`config.mk`:
```
export PLATFORM = sky130hd
export DESIGN_NAME = lfsr_axi_sequencer
export DESIGN_NICKNAME = d
export VERILOG_FILES = /design/src/rtl/lfsr_axi_sequencer.sv
export SDC_FILE = /design/constraint.sdc
export NUM_CORES = 1
export LEC_CHECK = 0
export ABC_AREA = 1
export BUFFER_PORTS_ARGS = -buffer_cell sky130_fd_sc_hd__buf_2
export CORE_MARGIN = 2
export CORE_UTILIZATION = 46
export DETAILED_ROUTE_END_ITERATION = 10
export HOLD_SLACK_MARGIN = 0.06
export PLACE_DENSITY = 0.84
export SLEW_MARGIN = 0
export SYNTH_ARGS = -nofsm -noshare
export SYNTH_HDL_FRONTEND = slang
export SYNTH_SLANG_ARGS = --single-unit
```
`constraint.sdc`:
```
create_clock -name clk -period 1.8 [get_ports clk]
set_input_delay 0 -clock clk [delete_from_list [all_inputs] [get_ports clk]]
set_output_delay 0 -clock clk [all_outputs]
set_load 0.02 [all_outputs]
```
`src/rtl/lfsr_axi_sequencer.sv`:
```
`default_nettype none
// ============================================================================
// Module   : lfsr_axi_sequencer
// Brief    : Programs an AXI-Lite LFSR peripheral, then streams its samples.
// Revision : 1.0 - initial release
// ============================================================================
module lfsr_axi_sequencer #(
  parameter int ADDR_WIDTH = 4,
  parameter int DATA_WIDTH = 8
) (
  input  logic                  clk,
  input  logic                  resetn,
  input  logic                  start,
  input  logic [7:0]            cfg_seed,
  input  logic [7:0]            cfg_taps,
  input  logic [7:0]            cfg_count,
  output logic                  busy,
  output logic                  done,
  output logic                  error,
  output logic [DATA_WIDTH-1:0] m_axis_tdata,
  output logic                  m_axis_tvalid,
  input  logic                  m_axis_tready,
  output logic [ADDR_WIDTH-1:0] m_axi_awaddr,
  output logic                  m_axi_awvalid,
  input  logic                  m_axi_awready,
  output logic [DATA_WIDTH-1:0] m_axi_wdata,
  output logic                  m_axi_wvalid,
  input  logic                  m_axi_wready,
  input  logic [1:0]            m_axi_bresp,
  input  logic                  m_axi_bvalid,
  output logic                  m_axi_bready,
  output logic [ADDR_WIDTH-1:0] m_axi_araddr,
  output logic                  m_axi_arvalid,
  input  logic                  m_axi_arready,
  input  logic [DATA_WIDTH-1:0] m_axi_rdata,
  input  logic                  m_axi_rvalid,
  output logic                  m_axi_rready
);

  typedef enum logic [2:0] {
    S_IDLE, S_WADDR, S_WRESP, S_RADDR, S_RDATA, S_PUSH, S_FINISH
  } state_t;

  localparam logic [ADDR_WIDTH-1:0] c_ADDR_CTRL = ADDR_WIDTH'(4'h0);
  localparam logic [ADDR_WIDTH-1:0] c_ADDR_SEED = ADDR_WIDTH'(4'h4);
  localparam logic [ADDR_WIDTH-1:0] c_ADDR_TAPS = ADDR_WIDTH'(4'h8);
  localparam logic [ADDR_WIDTH-1:0] c_ADDR_DATA = ADDR_WIDTH'(4'hC);
  localparam logic [2:0]            c_STEP_ENABLE = 3'd3;
  localparam logic [2:0]            c_STEP_STOP   = 3'd4;

  state_t          r_state;
  logic [2:0]      r_wstep;
  logic [7:0]      r_seed;
  logic [7:0]      r_count;
  logic [7:0]      r_sample_cnt;

  logic [2:0]            w_nxt_step;
  logic [ADDR_WIDTH-1:0] w_nxt_addr;
  logic [DATA_WIDTH-1:0] w_nxt_data;
  logic                  w_aw_ok;
  logic                  w_w_ok;
  logic [7:0]            w_cnt_inc;

  // Step 0 (taps) is issued straight from the start inputs; this mux covers steps 1..4.
  always_comb begin
    w_nxt_step = r_wstep + 3'd1;
    w_nxt_addr = c_ADDR_CTRL;
    w_nxt_data = '0;
    case (w_nxt_step)
      3'd1: begin
        w_nxt_addr = c_ADDR_SEED;
        w_nxt_data = DATA_WIDTH'(r_seed);
      end
      3'd2:    w_nxt_data = DATA_WIDTH'(8'h02);
      3'd3:    w_nxt_data = DATA_WIDTH'(8'h01);
      default: w_nxt_data = '0;
    endcase
  end

  assign w_aw_ok   = !m_axi_awvalid || m_axi_awready;
  assign w_w_ok    = !m_axi_wvalid  || m_axi_wready;
  assign w_cnt_inc = r_sample_cnt + 8'd1;

  always_ff @(posedge clk) begin
    if (!resetn) begin
      r_state       <= S_IDLE;
      r_wstep       <= 3'd0;
      r_seed        <= 8'd0;
      r_count       <= 8'd0;
      r_sample_cnt  <= 8'd0;
      busy          <= 1'b0;
      done          <= 1'b0;
      error         <= 1'b0;
      m_axis_tdata  <= '0;
      m_axis_tvalid <= 1'b0;
      m_axi_awaddr  <= '0;
      m_axi_awvalid <= 1'b0;
      m_axi_wdata   <= '0;
      m_axi_wvalid  <= 1'b0;
      m_axi_bready  <= 1'b0;
      m_axi_araddr  <= '0;
      m_axi_arvalid <= 1'b0;
      m_axi_rready  <= 1'b0;
    end else begin
      done <= 1'b0;
      case (r_state)
        S_IDLE: begin
          if (start) begin
            r_seed        <= cfg_seed;
            r_count       <= cfg_count;
            r_sample_cnt  <= 8'd0;
            r_wstep       <= 3'd0;
            error         <= 1'b0;
            busy          <= 1'b1;
            m_axi_awaddr  <= c_ADDR_TAPS;
            m_axi_wdata   <= DATA_WIDTH'(cfg_taps);
            m_axi_awvalid <= 1'b1;
            m_axi_wvalid  <= 1'b1;
            r_state       <= S_WADDR;
          end
        end
        S_WADDR: begin
          if (m_axi_awvalid && m_axi_awready) m_axi_awvalid <= 1'b0;
          if (m_axi_wvalid && m_axi_wready)   m_axi_wvalid  <= 1'b0;
          if (w_aw_ok && w_w_ok) begin
            m_axi_bready <= 1'b1;
            r_state      <= S_WRESP;
          end
        end
        S_WRESP: begin
          if (m_axi_bvalid) begin
            m_axi_bready <= 1'b0;
            if (m_axi_bresp != 2'b00) begin
              error   <= 1'b1;
              done    <= 1'b1;
              r_state <= S_FINISH;
            end else if (r_wstep == c_STEP_STOP) begin
              done    <= 1'b1;
              r_state <= S_FINISH;
            end else if (r_wstep == c_STEP_ENABLE && r_count != 8'd0) begin
              m_axi_araddr  <= c_ADDR_DATA;
              m_axi_arvalid <= 1'b1;
              r_state       <= S_RADDR;
            end else begin
              r_wstep       <= w_nxt_step;
              m_axi_awaddr  <= w_nxt_addr;
              m_axi_wdata   <= w_nxt_data;
              m_axi_awvalid <= 1'b1;
              m_axi_wvalid  <= 1'b1;
              r_state       <= S_WADDR;
            end
          end
        end
        S_RADDR: begin
          if (m_axi_arready) begin
            m_axi_arvalid <= 1'b0;
            m_axi_rready  <= 1'b1;
            r_state       <= S_RDATA;
          end
        end
        S_RDATA: begin
          if (m_axi_rvalid) begin
            m_axi_rready  <= 1'b0;
            m_axis_tdata  <= m_axi_rdata;
            m_axis_tvalid <= 1'b1;
            r_state       <= S_PUSH;
          end
        end
        S_PUSH: begin
          // The next read waits for acceptance, so only one sample is ever in flight.
          if (m_axis_tready) begin
            m_axis_tvalid <= 1'b0;
            r_sample_cnt  <= w_cnt_inc;
            if (w_cnt_inc == r_count) begin
              r_wstep       <= w_nxt_step;
              m_axi_awaddr  <= w_nxt_addr;
              m_axi_wdata   <= w_nxt_data;
              m_axi_awvalid <= 1'b1;
              m_axi_wvalid  <= 1'b1;
              r_state       <= S_WADDR;
            end else begin
              m_axi_arvalid <= 1'b1;
              r_state       <= S_RADDR;
            end
          end
        end
        S_FINISH: begin
          busy    <= 1'b0;
          r_state <= S_IDLE;
        end
        default: r_state <= S_IDLE;
      endcase
    end
  end

endmodule
`default_nettype wire

```
==> metrics.md, run 1 <==
| Metric | Value |
|---|---|
| Fin crit period | `1.899 ns` |
| Ys async rst share | `0%` |
| Outcome | `finished with violations` |
| Port bufs | `between 70 and 80` |
| Top achievable clock speed | `0.5266 GHz` |
| Switching Fraction | `43.90%` |
| Clock Latency Late Sink | `0.34 ns` |
| NetSw | `2.503 mW` |
| Skew final | `0.009172 ns` |
| Share of cells above drive strength 1 | `between 30 and 40%` |
| Crit end category | `register` |
| CP startpoint kind | `register` |
| Final Wtd Congestion | `0.9386` |
| Top Ports | `76` |
| Filler cells | `464` |
| Via density | `5.253` |
| Leading area contributor after synthesis | `dfxtp_1` |
| Syn Inst Count | `~440` |
| Worst path buffer plus inverter count | `1` |
| First-pass GRT wire length | `14.07 mm` |
| Worst hold path class | `in2reg` |
| Post-route ant nets | `0` |
| Root buf cell | `clkbuf_8` |
| Final cell count without fillers | `between 600 and 700` |
| Area grow syn2layout | `43.23%` |
| Pleak | `1.993 nW` |
| Die height | `84.78 um` |
| Num CTS Buffers | `9` |
| Initial core utilization | `approximately 48%` |
| Maximum Capacitance Violations | `0` |
| Die area | `7188 um2` |
| Post-synthesis register bit count | `58` |
| Final Hold Vio Count | `0` |
| Fin crit share | `105.5%` |
| Top delay family on crit path | `simple AND/OR/NAND/NOR gates` |
| Logic pwr share | `approximately half` |
| Crit path largest cell delay | `around 0.36 ns` |
| Post-route cell area | `4299 um2` |
| Fin nets | `~620` |
| Cell Chain, Critical Path | `ha_4, xnor2_2, nand2_1, nor2_1, nand2_1, nor2_2, nand3_2, nand2_4, buf_4, nand3_1, a21oi_2` |
| Clock network power share | `between 10% and 20%` |
| Syn Area/Cell | `6.791 um2` |
| Failing checks | `setup timing` |
| Synth top cells by count | `94 x nand2_1, 58 x dfxtp_1, 56 x inv_1` |
| Iteration-0 DRC Markers | `around 340` |
| Seq/Total Area, Yosys | `38.68%` |
| CP most frequent cell | `nand2_1` |
| Hold Slack | `~0.047 ns` |
| Crit path max fanout | `5` |
| Synth area leaders | `dfxtp_1 39%, nand2_1 12%, a21oi_1 7.3%` |
| Num rows | `29` |
| EDFF count, synth | `0` |
| H-Tree Depth | `3` |
| Largest net degree at the start of global routing | `33` |
| Power Density | `between 1000 and 1500 nW/um2` |
| Post-Route WL | `9.212 mm` |
| RSZ-0062 raised after global routing | `yes` |
| Post-synth cell types | `34` |
| Max VDD drop | `944.4 uV` |
| Ant diodes | `0` |
| Fin Setup TNS | `-0.9579 ns` |
| Worst EP arrival | `around 2.2 ns` |
| Dpl cells | `598` |
| CTS tree | `yes` |
| YS warnings | `0` |
| Worst-path clk slew | `0.07 ns` |
| Setup WS post-layout | `-0.09913 ns` |
| Drt pass-1 iters | `5` |
| CP required | `roughly 2.1 ns` |
| Via count | `approximately 3400` |
| Number of global-route vias before repair | `between 3000 and 4000` |
| Worst Path Class, Setup | `reg2reg` |
| Sequential share of power | `about a third` |
| Clock Sinks | `between 50 and 60` |
| HPWL after DPL | `between 5 and 6 mm` |
| Placeable Area | `6314 um2` |
| Placed cell area | `about 3500 um2` |
| Total grt overflow | `0` |
| Final setup viols | `15` |
| Max Root-Sink Buffers | `2` |
| Dominant synthesized flop cell | `dfxtp_1` |
| Post-Syn Area | `3002 um2` |
| Slew Limit Fails | `0` |
| GRT Overall Usage | `24.46%` |
| Wire per inst | `14.13 um` |
| # DRC | `0` |
| Internal power | `roughly 3.2 mW` |
| Yosys top cell area share | `38.68%` |
| Antenna violations before repair | `0` |
| Critical path's slowest cell | `dfxtp_4` |
| Top-count cell post-synth | `nand2_1` |
| Die Width | `84.78 um` |
[routing by layer]
metal	track usage, %	vias up	wire, um
met5	0	-	0
met2	41.37	144	4686
li1	-	1683	-
met4	12.12	0	279
met3	6.195	27	534
met1	28.75	1571	3711
[cell usage in the layout (no fill, tap or decap), types with 2 or more instances in the layout]
cell / count
o21ai_1: 3
dfxtp_2: 3
buf_6: 4
clkinv_2: 2
buf_4: 21
a21oi_1: 36
nand2_1: 83
o21ai_0: 39
ha_1: 5
a21oi_2: 9
nor3_2: 2
nand2_4: 2
clkbuf_8: 10
conb_1: 4
nor2_4: 2
o22ai_1: 2
buf_2: 71
nand4_1: 5
dfxtp_1: 54
nand3_1: 22
dlygate4sd3_1: 34
a31oi_1: 3
inv_1: 55
nor2_2: 10
nand3_2: 17
clkinvlp_4: 3
nor2_1: 41
nand2_2: 10
inv_2: 4
nor3_1: 3
[what timing repair did]
item / in CTS / in global routing
hold buffers: 33 / 1
endpoints found under the hold margin: 35 / 1
setup buffers: 0 / 4
gates cloned: 0 / 0
setup endpoints to repair: 14 / 16
pin swaps: 5 / 21
gates resized for setup: 10 / 48
[sequential cells by signal, indices dropped and copies added, names as in the netlist]
register and count:
busy 1, r_seed 8, m_axi_araddr 1, r_state 3
m_axi_bready 1, error 1, m_axi_awaddr 2, r_wstep 3
m_axi_wdata 8, m_axi_arvalid 1, m_axi_awvalid 1, m_axi_wvalid 1
m_axis_tdata 8, m_axi_rready 1, done 1, m_axis_tvalid 1
r_count 8, r_sample_cnt 8
[layout make-up]
class / instances / area (um2) / area share (%)
multi-input cells: 310 / 1712 / 39.81
flip-flops and latches: 58 / 1169 / 27.18
repair buffers: 131 / 918.4 / 21.36
inverters: 60 / 225.2 / 5.239
clock buffers: 10 / 137.6 / 3.201
well taps: 77 / 96.34 / 2.241
clock inverters: 6 / 41.29 / 0.9604
[final timing paths]
path,slack [ns],cells after the start,endpoint,start
worst max register to register,-0.1,11,m_axi_wdata[4],r_sample_cnt[1]
worst max-delay path,-0.1,11,m_axi_wdata[4],r_sample_cnt[1]
worst min register to register,0.45,2,m_axi_arvalid,m_axi_arvalid
worst min-delay path,0.05,5,m_axi_wdata[5],cfg_taps[5]
[worst register-to-register path: stages (launching register included)]
cell and delay, ns:
dfxtp_4 0.36, ha_4 0.27, xnor2_2 0.10, nand2_1 0.10, nor2_1 0.15, nand2_1 0.08
nor2_2 0.13, nand3_2 0.11, nand2_4 0.14, buf_4 0.16, nand3_1 0.09, a21oi_2 0.14
[metrics by stage]
step	utilization [%]	worst slack (ns)	total power, mW
after floorplan	-	0.01628	3.484
after global placement	56.08	0.003701	4.109
after CTS	64.61	-0.002914	5.341
final	68.09	-0.09913	5.703
after detailed placement	56.08	-0.06944	4.164
after global routing	68.09	-0.1967	6.049
[kinds of logic (layout without fill, tap and decap cells)]
| group | Yosys count | in the layout | synth area share (%) |
|---|---|---|---|
| AND/OR/NAND/NOR | 201 | 201 | 30.18 |
| flip-flops | 58 | 58 | 38.68 |
| XOR/XNOR | 2 | 2 | 0.5837 |
| adder cells (fa/ha/maj) | 6 | 6 | 2.501 |
| other | 1 | 4 | 0.1249 |
| buffers and inverters | 77 | 207 | 10.88 |
| AO/OA/AOI/OAI | 97 | 97 | 17.05 |
[power by group through the flow]
stage / sequential, mW / clock, mW / combinational (mW)
6_report: 1.81 / 1.10 / 2.79
5_1_grt: 1.84 / 1.16 / 3.05
4_1_cts: 1.79 / 1.10 / 2.45
3_5_place_dp: 1.82 / 0 / 2.35
3_3_place_gp: 1.81 / 0 / 2.30
2_1_floorplan: 1.99 / 0 / 1.49
(Power assumes the default switching activity.)
==> run 2, diff against run 1 <==
--- a/config.mk
+++ b/config.mk
@@ -12,6 +12,7 @@
 export DETAILED_ROUTE_END_ITERATION = 10
 export HOLD_SLACK_MARGIN = 0.06
 export PLACE_DENSITY = 0.84
+export SKIP_CTS_REPAIR_TIMING = 1
 export SLEW_MARGIN = 0
 export SYNTH_ARGS = -nofsm -noshare
 export SYNTH_HDL_FRONTEND = slang
==> run 2 against run 1 <==
- the run ends with DRC, setup timing left
- fmax decreased by 0.24%
- register-to-register slack about the same
- worst setup slack lost 0.0045 ns
- largest power group unchanged
- highest routed layer unchanged
==> metrics.md, run 2 (synthesis gave the netlist of run 1 again) <==
| Metric | Value |
|---|---|
| Outcome | `finished with violations` |
| Failing checks | `DRC, setup timing` |
| Fin nets | `613 (-0.97%)` |
| Fin util | `68.93% (+0.83 points)` |
| CTS tree | `yes` |
| Share of cells above drive strength 1 | `33.39% (+2.3 points)` |
| Crit end category | `register` |
| Dpl cells | `598 (unchanged)` |
| Seq. cell area | `1170 um2 (+0.11%)` |
| CP startpoint kind | `register` |
| Post-route ant nets | `0 (unchanged)` |
| Final cell count without fillers | `646 (-0.92%)` |
| Top delay family on crit path | `simple AND/OR/NAND/NOR gates` |
| Fin crit share | `105.8% (+0.25 points)` |
| Cell Chain, Critical Path | `ha_4, nand2_4, nor2_4, nand2_1, nand2_1, nand2_2, nor2_4, nor2_4, nand3_2, nand2_4, buf_12, nand2_8, nand2_1, a21oi_2` |
| Pleak | `2.039 nW (+2.3%)` |
| Pwr Total | `5.968 mW (+4.6%)` |
| Total grt overflow | `0 (unchanged)` |
| Die height | `84.78 um (unchanged)` |
| Crit path largest cell delay | `0.36 ns (about the same)` |
| Die Width | `84.78 um (unchanged)` |
| Worst-path clk slew | `0.07 ns (about the same)` |
| Area grow syn2layout | `44.98%` |
| Clock Latency Late Sink | `0.34 ns (about the same)` |
| Sequential share of power | `30.9% (-0.9 points)` |
| Antenna violations before repair | `0 (unchanged)` |
| Iteration-0 DRC Markers | `404 (+20%)` |
| NetSw | `2.685 mW (+7.2%)` |
| Final Wtd Congestion | `0.9386 (unchanged)` |
| Via density | `5.307 (+1.0%)` |
| Worst path buffer plus inverter count | `1 (unchanged)` |
| Skew final | `0.01048 ns (+0.001307 ns)` |
| Clock Sinks | `58 (unchanged)` |
| Worst EP arrival | `2.18 ns (about the same)` |
| Max Root-Sink Buffers | `2 (unchanged)` |
| Largest net degree at the start of global routing | `33 (unchanged)` |
| Crit path max fanout | `7 (+2)` |
| Setup WS post-layout | `-0.1036 ns (-0.004510 ns)` |
| Port bufs | `71 (unchanged)` |
| First-pass GRT wire length | `13.08 mm (-7.0%)` |
| Slew Limit Fails | `0 (unchanged)` |
| Die area | `7188 um2 (unchanged)` |
| H-Tree Depth | `3 (unchanged)` |
| Final Hold Vio Count | `0 (unchanged)` |
| Drt pass-1 iters | `11 (+6)` |
| Top Ports | `76 (unchanged)` |
| Filler cells | `461 (-0.65%)` |
| Clock network power share | `18.3% (-1.0 points)` |
| Commonest cells after routing, fill and taps aside | `75 x nand2_1, 71 x buf_2, 56 x inv_1` |
| Fin crit period | `1.904 ns (+0.004510 ns)` |
| Post-Route WL | `9.424 mm (+2.3%)` |
| Power Density | `1371 nW/um2 (+3.4%)` |
| Wire per inst | `14.59 um (+3.3%)` |
| Root buf cell | `clkbuf_8` |
| GRT Overall Usage | `22.65% (-1.8 points)` |
| Top achievable clock speed | `0.5253 GHz (-0.24%)` |
| Logic pwr share | `50.8% (+1.9 points)` |
| Via count | `3428 (+0.088%)` |
| # DRC | `1 (+1)` |
| Placeable Area | `6314 um2 (unchanged)` |
| Initial core utilization | `47.54% (unchanged)` |
| Commonest non-fill, non-tap cell in the layout | `nand2_1` |
| Multi-input logic area | `1817 um2 (+6.1%)` |
| Number of global-route vias before repair | `2957 (-6.6%)` |
| HPWL after DPL | `5.811 mm (unchanged)` |
| Final setup viols | `16 (+1)` |
| RSZ-0062 raised after global routing | `yes` |
| Worst hold path class | `in2reg` |
| CP required | `2.08 ns (about the same)` |
| DP Worst Slack | `-0.06944 ns (unchanged)` |
| Switching Fraction | `44.99% (+1.1 points)` |
| Num rows | `29 (unchanged)` |
| Max VDD drop | `964.4 uV (+2.1%)` |
| Maximum Capacitance Violations | `0 (unchanged)` |
| Num CTS Buffers | `9 (unchanged)` |
| Worst Path Class, Setup | `reg2reg` |
| Internal power | `3.283 mW (+2.6%)` |
| Ant diodes | `0 (unchanged)` |
| Critical path's slowest cell | `dfxtp_2` |
[run 2: cell count changes in the layout (fill, tap and decap cells not counted), moves of 2 or more]
cell           change
nand2_1            -8
nand2_4            +6
buf_4              -2
nand2_2            +2
dlygate4sd3_1      -7
nor2_2             -3
nor2_4             +3
[run 2: area by class of cell]
type	instances	area share (%)
inverter	60	5.175
tap	77	2.214
timing repair buffer	124	19.87
clock buffer	10	3.163
clock inverter	6	0.9488
multi-input combinational	311	41.75
sequential	58	26.88
[run 2: through the flow]
stage	instance area, um2	hold slack [ns]	setup TNS, ns
global placement	3541	0.2217	0
finish	4352	0.02495	-0.9395
CTS	3720	-0.1183	-0.7975
global route	4352	0.07064	-2.755
floorplan	3013	0.1349	0
detailed placement	3541	0.2352	-0.4628
[run 2: path summary, 6_finish.rpt]
kind | startpoint | endpoint | slack, ns | cells after the start
max | r_sample_cnt[1] | r_wstep[1] | -0.10 | 14
min | cfg_taps[1] | m_axi_wdata[1] | 0.02 | 5
max reg2reg | r_sample_cnt[1] | r_wstep[1] | -0.10 | 14
min reg2reg | r_seed[5] | r_seed[5] | 0.45 | 2
[run 2: per-layer routing]
layer	global-route usage (%)	wire, um	vias to the layer above
li1	-	-	1670
met1	27.54	3707	1574
met2	37.58	4777	149
met3	5.998	632	35
met4	10.10	306	0
met5	0	0	-
[run 2: worst register-to-register path: stages (launching register included)]
cell	delay (ns)
dfxtp_2	0.36
ha_4	0.17
nand2_4	0.08
nor2_4	0.13
nand2_1	0.09
nand2_1	0.09
nand2_2	0.09
nor2_4	0.13
nor2_4	0.05
nand3_2	0.08
nand2_4	0.09
buf_12	0.16
nand2_8	0.10
nand2_1	0.09
a21oi_2	0.14
[run 2: power by group through the flow]
stage	registers, mW	clock network, mW	logic [mW]
2_1_floorplan	1.99	0	1.49
3_3_place_gp	1.81	0	2.30
3_5_place_dp	1.82	0	2.35
4_1_cts	1.79	1.10	2.37
5_1_grt	1.87	1.16	3.29
6_report	1.84	1.09	3.03
==> run 3, diff against run 2 <==
--- a/config.mk
+++ b/config.mk
@@ -5,13 +5,12 @@
 export SDC_FILE = /design/constraint.sdc
 export NUM_CORES = 1
 export LEC_CHECK = 0
-export ABC_AREA = 1
 export BUFFER_PORTS_ARGS = -buffer_cell sky130_fd_sc_hd__buf_2
 export CORE_MARGIN = 2
 export CORE_UTILIZATION = 46
 export DETAILED_ROUTE_END_ITERATION = 10
 export HOLD_SLACK_MARGIN = 0.06
-export PLACE_DENSITY = 0.84
+export PLACE_DENSITY = 0.85
 export SKIP_CTS_REPAIR_TIMING = 1
 export SLEW_MARGIN = 0
 export SYNTH_ARGS = -nofsm -noshare
==> run 3 against run 2 <==
- worst hold slack worse by 0.012 ns
- critical endpoint is now m_axi_awaddr[2]
- combinational power down 21%
- sequential share of layout area up 0.50 points
- design area down 0.98%
- core utilization down 0.67 points
- cell count down 5.6%
- die area down 1.0%
- the flow finishes with violations (setup timing)
==> metrics.md, run 3 <==
| Metric | Value |
|---|---|
| Clock Sinks | `58 (unchanged)` |
| Crit path max fanout | `7 (unchanged)` |
| First-pass GRT wire length | `13.64 mm (+4.3%)` |
| EDFF count, synth | `0 (unchanged)` |
| RSZ-0062 raised after global routing | `yes` |
| Synth area leaders | `dfxtp_1 39%, nand2_1 12%, a21oi_1 7.8%` |
| Ys async rst share | `0% (unchanged)` |
| Via count | `3254 (-5.1%)` |
| Share of cells above drive strength 1 | `31.89% (-1.5 points)` |
| Dpl cells | `566 (-5.4%)` |
| Crit end category | `register` |
| Drt pass-1 iters | `4 (-7)` |
| Die area | `7116 um2 (-1.0%)` |
| Commonest non-fill, non-tap cell in the layout | `nand2_1` |
| Placeable Area | `6314 um2 (unchanged)` |
| CTS tree | `yes` |
| Port bufs | `71 (unchanged)` |
| Pleak | `1.928 nW (-5.4%)` |
| Total grt overflow | `0 (unchanged)` |
| CP required | `2.07 ns (about the same)` |
| Max VDD drop | `983.4 uV (+2.0%)` |
| Skew final | `0.009963 ns (-0.0005156 ns)` |
| Initial core utilization | `47.05% (-0.50 points)` |
| Post-synth cell types | `51 (+50%)` |
| Root buf cell | `clkbuf_8` |
| Slew Limit Fails | `0 (unchanged)` |
| Post-route ant nets | `0 (unchanged)` |
| CP startpoint kind | `register` |
| Measured slew at the worst slew-check pin | `0.6299 ns` |
| Placed cell area | `3712 um2 (+4.8%)` |
| Clock Latency Late Sink | `0.35 ns (about the same)` |
| Antenna violations before repair | `1 (+1)` |
| Failing checks | `setup timing` |
| Via density | `5.334 (+0.53%)` |
| Top Ports | `76 (unchanged)` |
| Fin nets | `577 (-5.9%)` |
| Max Root-Sink Buffers | `2 (unchanged)` |
| Dominant synthesized flop cell | `dfxtp_1` |
| Hold Slack | `0.01250 ns (-0.01245 ns)` |
| Worst EP arrival | `2.33 ns (+0.15 ns)` |
| Final cell count without fillers | `610 (-5.6%)` |
| HPWL after DPL | `5.916 mm (+1.8%)` |
| Power Density | `1299 nW/um2 (-5.3%)` |
| Commonest cells after routing, fill and taps aside | `94 x nand2_1, 71 x buf_2, 50 x buf_4` |
| Hold path cells | `4 (-1)` |
| Num rows | `29 (unchanged)` |
| # DRC | `0 (-1)` |
| R2R cell count | `7 (-7)` |
| Wire per inst | `14.46 um (-0.89%)` |
| Worst hold path class | `in2reg` |
| Num CTS Buffers | `9 (unchanged)` |
| Post-Route WL | `8.820 mm (-6.4%)` |
| Area grow syn2layout | `45.07% (about the same)` |
| Synth top cells by count | `94 x nand2_1, 58 x dfxtp_1, 46 x a21oi_1` |
| Post-Syn Area | `2970 um2 (-1.0%)` |
| Yosys top cell area share | `39.09% (+0.41 points)` |
| Worst-path clk slew | `0.07 ns (about the same)` |
| Die Width | `84.36 um (-0.50%)` |
| Worst Path Class, Setup | `reg2reg` |
| Die height | `84.36 um (-0.50%)` |
| Pwr Total | `5.596 mW (-6.2%)` |
| Outcome | `finished with violations` |
| Final Hold Vio Count | `0 (unchanged)` |
| Final setup viols | `17 (+1)` |
| Ant diodes | `0 (unchanged)` |
| Leading area contributor after synthesis | `dfxtp_1` |
| Post-synthesis register bit count | `58 (unchanged)` |
| Largest net degree at the start of global routing | `35 (+6.1%)` |
| Post-route cell area | `4309 um2 (-0.98%)` |
| Seq/Total Area, Yosys | `39.09% (+0.41 points)` |
| Syn Inst Count | `392 (-11%)` |
| YS warnings | `0 (unchanged)` |
| Fin crit share | `114.3% (+8.5 points)` |
| Rel. slew slack | `57.95%` |
| Maximum Capacitance Violations | `0 (unchanged)` |
| Setup WS post-layout | `-0.2572 ns (-0.1536 ns)` |
| H-Tree Depth | `3 (unchanged)` |
| GRT Overall Usage | `23.77% (+1.1 points)` |
| Iteration-0 DRC Markers | `170 (-58%)` |
| Syn Area/Cell | `7.577 um2 (+12%)` |
| Top achievable clock speed | `0.4861 GHz (-7.5%)` |
| Final Wtd Congestion | `0.9219 (-1.8%)` |
| Fin crit period | `2.057 ns (+0.1536 ns)` |
| Number of global-route vias before repair | `3034 (+2.6%)` |
| Top-count cell post-synth | `nand2_1` |
-- run 3: cell count changes after synthesis, moves of 5 or more --
cell      previous run  this run
a21o_1               0         5
inv_1               56        10
o21ai_0             42        20
mux2i_1              0        10
nor2_2               6         0
clkbuf_1             9        17
nor2_1              45        20
and3_1               0         5
nand3_1             36        17
-- run 3: layer usage --
| metal | track usage, % | up-vias | share of wire [%] |
|---|---|---|---|
| met3 | 6.588 | 20 | 5.5 |
| met5 | 0 | - | 0 |
| met1 | 27.82 | 1525 | 42 |
| li1 | - | 1617 | - |
| met4 | 9.812 | 0 | 2.2 |
| met2 | 41.05 | 92 | 51 |
-- run 3: metrics by stage --
step / worst slack [ns] / utilization (%) / TNS, ns
finish: -0.2572 / 68.25 / -3.427
global route: -0.3519 / 68.25 / -5.210
CTS: -0.3010 / 62.56 / -3.969
detailed placement: -0.2903 / 58.80 / -3.720
global placement: -0.2187 / 58.80 / -2.928
floorplan: -0.1275 / - / -1.534
-- run 3: worst paths after layout --
check	from	slack, ns	end
worst max-delay path	r_count[2]	-0.26	m_axi_awaddr[2]
worst min-delay path	m_axi_awready	0.01	m_axi_awvalid
worst max register to register	r_count[2]	-0.26	m_axi_awaddr[2]
worst min register to register	m_axis_tdata[2]	0.45	m_axis_tdata[2]
-- run 3: cells by family after synthesis --
family / Yosys count / share of synthesized area, %
other: 1 / 0.1262
AO/OA/AOI/OAI: 101 / 20.47
flip-flops: 58 / 39.09
AND/OR/NAND/NOR: 169 / 25.48
multiplexers: 11 / 3.749
XOR/XNOR: 8 / 2.359
adder cells (fa/ha/maj): 6 / 2.527
buffers and inverters: 38 / 6.192
-- run 3: power breakdown --
group | internal, mW | switching (mW)
registers | 1.56 | 0.232
logic | 1.06 | 1.32
clock network | 0.890 | 0.538
-- run 3: critical path: stages (launching register included) --
cell      delay (ns)
dfxtp_1         0.37
nor4_1          0.41
a21boi_1        0.17
nand2b_1        0.18
a21o_1          0.27
a21o_1          0.25
buf_12          0.16
mux2i_1         0.17
-- run 3: cell type report --
class	instances	area, um2
Timing Repair Buffer	149	1022
Sequential cell	58	1180
Fill cell	512	2004
Tap cell	77	96.34
Multi-Input combinational cell	299	1732
Inverter	11	41.29
Clock inverter	4	72.57
Clock buffer	12	165.2
